===== config.mk =====
export PLATFORM = sky130hd
export DESIGN_NAME = writeback_sequencer
export DESIGN_NICKNAME = d
export VERILOG_FILES = /design/src/rtl/writeback_sequencer.sv
export SDC_FILE = /design/constraint.sdc
export NUM_CORES = 1
export LEC_CHECK = 0
export CORE_AREA = 2 2 179 146
export CTS_BUF_LIST = sky130_fd_sc_hd__clkbuf_8
export DETAILED_ROUTE_END_ITERATION = 12
export DIE_AREA = 0 0 181 148
export HOLD_SLACK_MARGIN = 0.02
export PLACE_DENSITY_LB_ADDON = 0.08
export SLEW_MARGIN = 20
export SYNTH_ARGS = -nofsm -noshare
export SYNTH_HDL_FRONTEND = slang
export SYNTH_SLANG_ARGS = --single-unit

===== constraint.sdc =====
create_clock -name clk -period 4.4 [get_ports clk]
set_input_delay 0.88 -clock clk [delete_from_list [all_inputs] [get_ports clk]]
set_output_delay 0.88 -clock clk [all_outputs]
set_load 0.01 [all_outputs]

===== src/rtl/writeback_sequencer.sv =====
// Writeback sequencer: merges ALU results, buffered load returns and JAL link writes
// onto the register-file write/link ports. Optional perf counters: WB_PERF_CNT_EN.
module writeback_sequencer #(
  parameter int LOAD_FIFO_DEPTH = 4,
  parameter int MAX_WAIT        = 8,
  parameter int PERF_W          = 16
) (
  input  logic        clk,
  input  logic        rst,
  input  logic        alu_valid,
  output logic        alu_ready,
  input  logic [4:0]  alu_addr,
  input  logic [31:0] alu_data,
  input  logic        ld_valid,
  output logic        ld_ready,
  input  logic [4:0]  ld_addr,
  input  logic [31:0] ld_data,
  input  logic        jal_valid,
  input  logic [31:0] jal_link,
  output logic        wr_en,
  output logic [4:0]  wr_addr,
  output logic [31:0] wr_data,
  output logic        JumpAndLink,
  output logic [31:0] jal_addr,
  output logic [31:0] pending_mask
`ifdef WB_PERF_CNT_EN
  ,
  output logic [PERF_W-1:0] perf_alu_stall_cnt,
  output logic [PERF_W-1:0] perf_r0_drop_cnt
`endif
);

  localparam int PTR_W  = (LOAD_FIFO_DEPTH > 1) ? $clog2(LOAD_FIFO_DEPTH) : 1;
  localparam int CNT_W  = PTR_W + 1;
  localparam int WAIT_W = $clog2(MAX_WAIT + 1);
  localparam logic [CNT_W-1:0]  DEPTH_C    = CNT_W'(LOAD_FIFO_DEPTH);
  localparam logic [WAIT_W-1:0] MAX_WAIT_C = WAIT_W'(MAX_WAIT);
  localparam logic [4:0]        LINK_REG   = 5'd31;

  if ((LOAD_FIFO_DEPTH < 2) || ((LOAD_FIFO_DEPTH & (LOAD_FIFO_DEPTH - 1)) != 0) ||
      (MAX_WAIT < 1) || (PERF_W < 2)) begin : g_bad_params
    $error("writeback_sequencer: unsupported parameter set");
  end

  logic [4:0]        fifo_addr_r [LOAD_FIFO_DEPTH];
  logic [31:0]       fifo_data_r [LOAD_FIFO_DEPTH];
  logic [PTR_W-1:0]  head_r;
  logic [PTR_W-1:0]  tail_r;
  logic [CNT_W-1:0]  count_r;
  logic [WAIT_W-1:0] wait_r;

  logic        fifo_empty_s;
  logic        fifo_full_s;
  logic        load_prio_s;
  logic        head_link_clash_s;
  logic        push_s;
  logic        pop_s;
  logic        issue_s;
  logic        wr_en_s;
  logic [4:0]  issue_addr_s;
  logic [31:0] issue_data_s;
  logic [PTR_W-1:0] slot_off_s;

  // Per-cycle arbitration: FIFO head wins when full or starved, otherwise the ALU;
  // a candidate targeting r31 is held back while a JAL link write is requested.
  always_comb begin
    fifo_empty_s      = (count_r == {CNT_W{1'b0}});
    fifo_full_s       = (count_r == DEPTH_C);
    load_prio_s       = fifo_full_s || (wait_r >= MAX_WAIT_C);
    head_link_clash_s = jal_valid && (fifo_addr_r[head_r] == LINK_REG);
    alu_ready    = 1'b0;
    pop_s        = 1'b0;
    issue_s      = 1'b0;
    issue_addr_s = 5'd0;
    issue_data_s = 32'd0;
    if (rst) begin
      alu_ready = 1'b0;
    end else if (load_prio_s || !alu_valid) begin
      if (!fifo_empty_s && !head_link_clash_s) begin
        pop_s        = 1'b1;
        issue_s      = 1'b1;
        issue_addr_s = fifo_addr_r[head_r];
        issue_data_s = fifo_data_r[head_r];
      end else begin
        pop_s = 1'b0;
      end
    end else if (!(jal_valid && (alu_addr == LINK_REG))) begin
      alu_ready    = 1'b1;
      issue_s      = 1'b1;
      issue_addr_s = alu_addr;
      issue_data_s = alu_data;
    end else begin
      alu_ready = 1'b0;
    end
    wr_en_s  = issue_s && (issue_addr_s != 5'd0);
    ld_ready = !rst && !fifo_full_s;
    push_s   = ld_valid && ld_ready && (ld_addr != 5'd0);
  end

  // Load FIFO payload storage; validity is tracked by the pointers below.
  always_ff @(posedge clk) begin
    if (push_s) begin
      fifo_addr_r[tail_r] <= ld_addr;
      fifo_data_r[tail_r] <= ld_data;
    end else begin
      fifo_addr_r[tail_r] <= fifo_addr_r[tail_r];
    end
  end

  // Load FIFO pointers and occupancy.
  always_ff @(posedge clk) begin
    if (rst) begin
      head_r  <= {PTR_W{1'b0}};
      tail_r  <= {PTR_W{1'b0}};
      count_r <= {CNT_W{1'b0}};
    end else begin
      if (push_s) tail_r <= tail_r + PTR_W'(1'b1);
      else        tail_r <= tail_r;
      if (pop_s) head_r <= head_r + PTR_W'(1'b1);
      else       head_r <= head_r;
      case ({push_s, pop_s})
        2'b10:   count_r <= count_r + CNT_W'(1'b1);
        2'b01:   count_r <= count_r - CNT_W'(1'b1);
        default: count_r <= count_r;
      endcase
    end
  end

  // Starvation counter: cycles the FIFO has held data without a pop, saturating.
  always_ff @(posedge clk) begin
    if (rst) begin
      wait_r <= {WAIT_W{1'b0}};
    end else if (pop_s || fifo_empty_s) begin
      wait_r <= {WAIT_W{1'b0}};
    end else if (wait_r < MAX_WAIT_C) begin
      wait_r <= wait_r + WAIT_W'(1'b1);
    end else begin
      wait_r <= wait_r;
    end
  end

  // Registered register-file write and link ports.
  always_ff @(posedge clk) begin
    if (rst) begin
      wr_en       <= 1'b0;
      wr_addr     <= 5'd0;
      wr_data     <= 32'd0;
      JumpAndLink <= 1'b0;
      jal_addr    <= 32'd0;
    end else begin
      wr_en       <= wr_en_s;
      wr_addr     <= wr_en_s ? issue_addr_s : 5'd0;
      wr_data     <= wr_en_s ? issue_data_s : 32'd0;
      JumpAndLink <= jal_valid;
      jal_addr    <= jal_valid ? jal_link : 32'd0;
    end
  end

  // Pending-write scoreboard: queued loads plus the write currently on wr_*.
  always_comb begin
    pending_mask = 32'd0;
    slot_off_s   = {PTR_W{1'b0}};
    for (int i = 0; i < LOAD_FIFO_DEPTH; i++) begin
      slot_off_s = PTR_W'(i) - head_r;
      if (CNT_W'(slot_off_s) < count_r) begin
        pending_mask[fifo_addr_r[i]] = 1'b1;
      end else begin
        pending_mask = pending_mask;
      end
    end
    if (wr_en) begin
      pending_mask[wr_addr] = 1'b1;
    end else begin
      pending_mask = pending_mask;
    end
    pending_mask[0] = 1'b0;
  end

`ifdef WB_PERF_CNT_EN
  localparam logic [PERF_W-1:0] PERF_MAX = {PERF_W{1'b1}};
  logic [1:0] r0_drops_s;

  // Number of r0-targeted requests accepted this cycle (ALU and load may coincide).
  always_comb begin
    r0_drops_s = 2'(alu_ready && (alu_addr == 5'd0)) +
                 2'(ld_valid && ld_ready && (ld_addr == 5'd0));
  end

  // Saturating performance counters.
  always_ff @(posedge clk) begin
    if (rst) begin
      perf_alu_stall_cnt <= {PERF_W{1'b0}};
      perf_r0_drop_cnt   <= {PERF_W{1'b0}};
    end else begin
      if (alu_valid && !alu_ready && (perf_alu_stall_cnt != PERF_MAX))
        perf_alu_stall_cnt <= perf_alu_stall_cnt + PERF_W'(1'b1);
      else
        perf_alu_stall_cnt <= perf_alu_stall_cnt;
      if ((PERF_MAX - perf_r0_drop_cnt) < PERF_W'(r0_drops_s))
        perf_r0_drop_cnt <= PERF_MAX;
      else
        perf_r0_drop_cnt <= perf_r0_drop_cnt + PERF_W'(r0_drops_s);
    end
  end
`endif

endmodule


Word-level counts from Yosys, hierarchy flattened
Memories as Yosys holds them, arrays and structs flattened. A register that Yosys moved wholly into a read port is not among the register bits.
Index checks and enable logic that the tools add are counted.
Word-level totals
  input port bits: 111
  memories kept: 2
  RAM bits: 148
  bits in registers: 82
  output and inout port bits: 105
  word-level logic and storage cells: 116
Operators by class
  bitwise logic cells: 7
  $lt $le $gt $ge: 16
  eq/ne operators: 6
  multiplexer cells: 39
  reductions and logical operators: 28
  add/subtract/negate cells: 9
Memory list
  fifo_data_r: depth 4, width 32, rd ports 1, clocked after memory_dff 1, write ports 1, line 46  | logic [31:0] fifo_data_r [LOAD_FIFO_DEPTH];
  fifo_addr_r: depth 4, width 5, rd ports 5, clocked after memory_dff 1, write ports 1, line 45  | logic [4:0] fifo_addr_r [LOAD_FIFO_DEPTH];
Operators by type and width (number)
  32-bit 2-to-1 mux: 8
  32-bit bitwise OR: 4
  5-bit by 6-bit < comparator with 1-bit output, second input constant: 5
  1-bit demux with 5-bit select: 5
  5-bit by 1-bit greater-or-equal comparator with 1-bit output, second input constant: 5
  5-bit 2-to-1 mux: 5
  1-bit 2-to-1 mux: 16
  1-bit logical AND: 12
  2-bit by 3-bit < comparator with 1-bit output: 4
  5-bit == test, second input constant: 2
  5-bit nonzero test: 2
  2-bit 2-to-1 mux: 4
  3-bit case mux with 2 select lines: 1
  2-bit OR reduction: 3
  1-bit logical NOT: 5
  2-bit by 1-bit adder with 2-bit output, second input constant: 2
  4-bit by 1-bit adder with 4-bit output, second input constant: 1
  4-bit greater-or-equal comparator, second input constant: 1
  4-bit < comparator, second input constant: 1
  1-bit by 2-bit subtractor with 2-bit output, first input constant: 2
  2-bit subtractor, first input constant: 2
  3-bit by 1-bit adder with 3-bit output, second input constant: 1
  3-bit == test, second input constant: 1
  3-bit logical NOT: 1
  9 further kinds: 12

Depth between registers and ports, before layout
An unclocked memory read counts as a cell.
  depth after elaboration: 14
  mapped depth: 11
  depth with buffers taken out: 10

Worst setup path before layout
No wires, ideal clock.
  kind: register -> register
  from: register with a tool-made name
  to: register count_r[2]
  path buffers: 1
  required time: 4.329 ns
  setup time: 0.071 ns
  slack: 1.407 ns
  stages on the path, launching flop included: 12
  arrival time: 2.923 ns
  period minus slack after synthesis: 2.993 ns
  path through: dfxtp_1 > clkbuf_1 > mux4_2 > and2_1 > and4_1 > nor3_2 > ha_1 > inv_1 > fa_1 > xor2_1 > or3_1 > a21oi_1
RTL lines
  end signal, assigned: line 115  | count_r <= {CNT_W{1'b0}};
  end signal, assigned: line 122  | 2'b10: count_r <= count_r + CNT_W'(1'b1);
  end signal, assigned: line 123  | 2'b01: count_r <= count_r - CNT_W'(1'b1);
  end, declared: line 49  | logic [CNT_W-1:0] count_r;

Final worst setup path
  from: register head_r[0]
  to: output port pending_mask[6]
On the way
  word-level cells in the longest chain between the ends: 11
  elaborated cells on any way between the ends: 17
  classes of those cells: add/sub: 4; order compare: 4; mux: 5; bitwise: 4
RTL lines
  start, declared: line 47  | logic [PTR_W-1:0] head_r;
  start signal, assigned: line 113  | head_r <= {PTR_W{1'b0}};
  start signal, assigned: line 119  | if (pop_s) head_r <= head_r + PTR_W'(1'b1);
  start signal, assigned: line 120  | else head_r <= head_r;
  1-bit by 2-bit subtractor with 2-bit output: line 164  | slot_off_s = PTR_W'(i) - head_r;
  2-bit by 3-bit < comparator with 1-bit output: line 165  | if (CNT_W'(slot_off_s) < count_r) begin
  32-bit 2-to-1 mux: line 165
  32-bit bitwise OR (no source line)
  32-bit 2-to-1 mux: line 165
  32-bit bitwise OR (no source line)
  32-bit 2-to-1 mux: line 165
  32-bit bitwise OR (no source line)
  32-bit 2-to-1 mux *: line 165
  32-bit bitwise OR (no source line)
  32-bit 2-to-1 mux *: line 171  | if (wr_en) begin
  end, declared: line 25  | output logic [31:0] pending_mask
Every way passes the cells marked *; elsewhere a longest branch is shown, timed or not.

==> impl_results.md <==
- Status: completed
- Power per Cell Area: 476.5 nW/um^2
- Setup Viol. Count Final: 0
- Sequential-to-total area share from yosys stat: 62.29%
- Crit path max fanout: 7
- Post-Route WL: 26.80 mm
- Antenna diodes: 0
- Worst hold slack: 0.5288 ns
- Maxcap violations: 0
- Fin. Hold Viols: 0
- Die X: 181 um
- Max stage delay cell, worst path: clkdlybuf4s50_1
- Synth top cells by count: 148 x edfxtp_1, 84 x dfxtp_1, 52 x nor2_1
- Top area cells in the synthesized netlist: edfxtp_1 45%, dfxtp_1 17%, mux4_2 8.2%
- Largest net degree at the start of global routing: 36
- R2R Path Start: fifo_addr_r[2][2]
- Combinational Power Share: 27.3%
- Hold crit path type: flop to flop
- Max incr delay on CP: 0.53 ns
- Pint: 0.004392 W
- TritonCTS clock tree: done
- CTS clk-pin slew, worst paths: 0.06 ns
- Worst Setup Start Kind: flop
- Clock Latency Late Sink: 0.53 ns
- Flops & latches, synth: 232
- Met3 WL post-DR: 1.778 mm
- ANT nets after route: 0
- Worst Skew: 0.02462 ns
- Hold path startpoint: wait_r[2]
- Drt wl/cell: 20.09 um
- Setup CP Type: flop to output port
- Syn. warnings: 0
- Drt via density: 5.460
- Slew margin rel.: 45.67%
- CP Data Arrival Time: 3.26 ns
- Starting Density: 39.36%
- PortBufs: 214
- Fillcell total: 2,162
- Area Overhead vs Synth: 33.78%
- Clock Power Share: 30.3%
- Most frequent cell after synthesis: edfxtp_1
- Avg Cell Area, Syn: 13.08 um^2
- Yosys top cell area share: 45.19%
- Global route overflow: 0
- Drt drc: 0
- Syn nets: 875
- Die Area: 26,790 um^2
- Sink Count: 232
- Num ports: 216
- Hold-fix buffers, CTS: 0
- Initial DRT Pass Iterations: 6
- Vias in the first global route: 7,146
- Max VDD drop: 0.2497 mV
- Wire length on met2: 12.43 mm
- Main flop type after synthesis: edfxtp_1
- Fmax: 0.2414 GHz
- Final worst path period need: 4.143 ns
- Dpl hpwl: 17.97 mm
- Top sig layer: met4
- Antenna violations before repair: 1
- Post-synth EDFFs: 148
- Design area: 13,160 um^2
- P_sw: 0.001877 W
- Leak Pwr: 4.484 nW
- TritonCTS buffer count: 38
- Synth unique cells: 56
- Placed cell area: 12,370 um^2
- Global placement routability congestion: 0.9133
- Worst-Margin Slew: 0.8149 ns
- Ratio of cells with drive above 1 in the final layout: 11.78%
- Iteration-0 DRC Markers: 692
- Nets: 1,103
- Longest Clk Path Bufs: 3
- Switching fraction of total power: 29.94%
- RSZ-0062 raised after global routing: false
- Area of the mapped netlist: 9834 um^2
- CORE AREA: 24,980 um^2
- Crit path capture type: output port
- Critical Path RT: 3.52 ns
- Slew Limit Fails: 0
- Crit path cell chain: xnor2_1 -> ha_1 -> a21oi_1 -> o211ai_1 -> o32ai_1 -> or3_1 -> clkdlybuf4s50_1
- Met1 Wirelength: 12.04 mm
- Reg power frac: 42.3%
- Leading area contributor after synthesis: edfxtp_1
- Crit path from: head_r[0]
- Mapped Cells: 752
- DR vias: 7,283
- Chip height: 148 um
- H-tree levels: 2
- Root Driver: clkbuf_8
- Setup_tns: 0 ns
- FFs w/ async S/R, synth: 0%
- Global-route wire length before repair: 41.04 mm
- Tcrit/Tclk final: 94.16%
- GRT Total Usage: 19.87%
- Rows: 52
## per-layer routing
| layer | GRT usage [%] | vias to the layer above |
|---|---|---|
| li1 | - | 3370 |
| met1 | 27.72 | 3549 |
| met2 | 31.31 | 311 |
| met3 | 3.966 | 53 |
| met4 | 6.667 | 0 |
| met5 | 0 | - |
## cell families after synthesis
logic type / count (synthesis) / synth area share [%]
AOI/OAI and AO/OA: 164 / 11.12
xor gates and xnor gates: 6 / 0.5344
adders and majority gates: 12 / 1.603
buffers and inverters: 57 / 2.545
DFF: 232 / 62.29
muxes: 40 / 8.651
other: 1 / 0.03813
and+or+nand+nor: 240 / 13.22
## power by group through the flow
stage,registers [W],clock network [W],logic (W)
final,0.00265,0.00190,0.00171
after global routing,0.00267,0.00206,0.00185
after CTS,0.00265,0.00196,0.00171
after detailed placement,0.00269,0,0.00170
after global placement,0.00269,0,0.00170
after floorplan,0.00270,0,0.000911
## layout by cell type, fill, tap and decap left out, types with 10 or more instances in the layout
master             n
or3_1             30
o22ai_1           51
inv_1             34
ha_1              11
nand3b_1          17
a211oi_1          31
nor2_1            52
clkbuf_8          43
nand2_1           48
a21oi_1           39
and2_1            33
clkdlybuf4s50_1  214
nor3_1            10
dfxtp_1           82
buf_4             14
mux4_2            36
edfxtp_1         148
## through the flow
step | utilization, % | std cells | worst slack [ns] | power, W
finish | 52.66 | 1334 | 0.2568 | 0.006269
global route | 52.66 | 1334 | 0.1114 | 0.006584
CTS | 52.64 | 1334 | 0.1963 | 0.006323
detailed placement | 49.50 | 1264 | 0.5086 | 0.004395
global placement | 49.50 | 1264 | 0.5474 | 0.004394
floorplan | - | 752 | 1.407 | 0.003607
## sequential cells by signal, indices dropped and copies added, names as in the netlist, named ones only
signal	cells
fifo_addr_r	20
count_r	3
wr_addr	5
fifo_data_r	128
wr_data	32
tail_r	2
wait_r	4
jal_addr	32
wr_en	1
JumpAndLink	1
head_r	2
## final cells by class
cell class	count	area, um^2	share of cell area [%]
repair buffers	231	2307	17.54
well taps	324	405.4	3.081
clock inverters	27	192.7	1.465
flip-flops and latches	232	6128	46.58
inverters	14	52.55	0.3994
multi-input cells	463	3478	26.44
clock buffers	43	591.8	4.498
## final timing paths
| check | endpoint | slack, ns | depth (start not counted) |
|---|---|---|---|
| worst max-delay path | pending_mask[6] | 0.26 | 7 |
| worst min-delay path | wait_r[2] | 0.53 | 2 |
| worst max register to register | count_r[2] | 0.98 | 10 |
| worst min register to register | wait_r[2] | 0.53 | 2 |
## critical path: cells and delay by family, from the launching register on
family | cells | cell delay (ns)
XOR/XNOR | 1 | 0.19
buffers and inverters | 1 | 0.53
flip-flops | 1 | 0.45
AND/OR/NAND/NOR | 1 | 0.15
AO/OA/AOI/OAI | 3 | 1.14
adder cells (fa/ha/maj) | 1 | 0.28
## timing repair
item / 4_1_cts / 5_1_grt
setup buffers: 0 / 0
endpoints found under the hold margin: 0 / 0
gates resized for setup: 0 / 1
endpoints found under the setup margin: 0 / 2
Power figures use the tool's default switching activity.
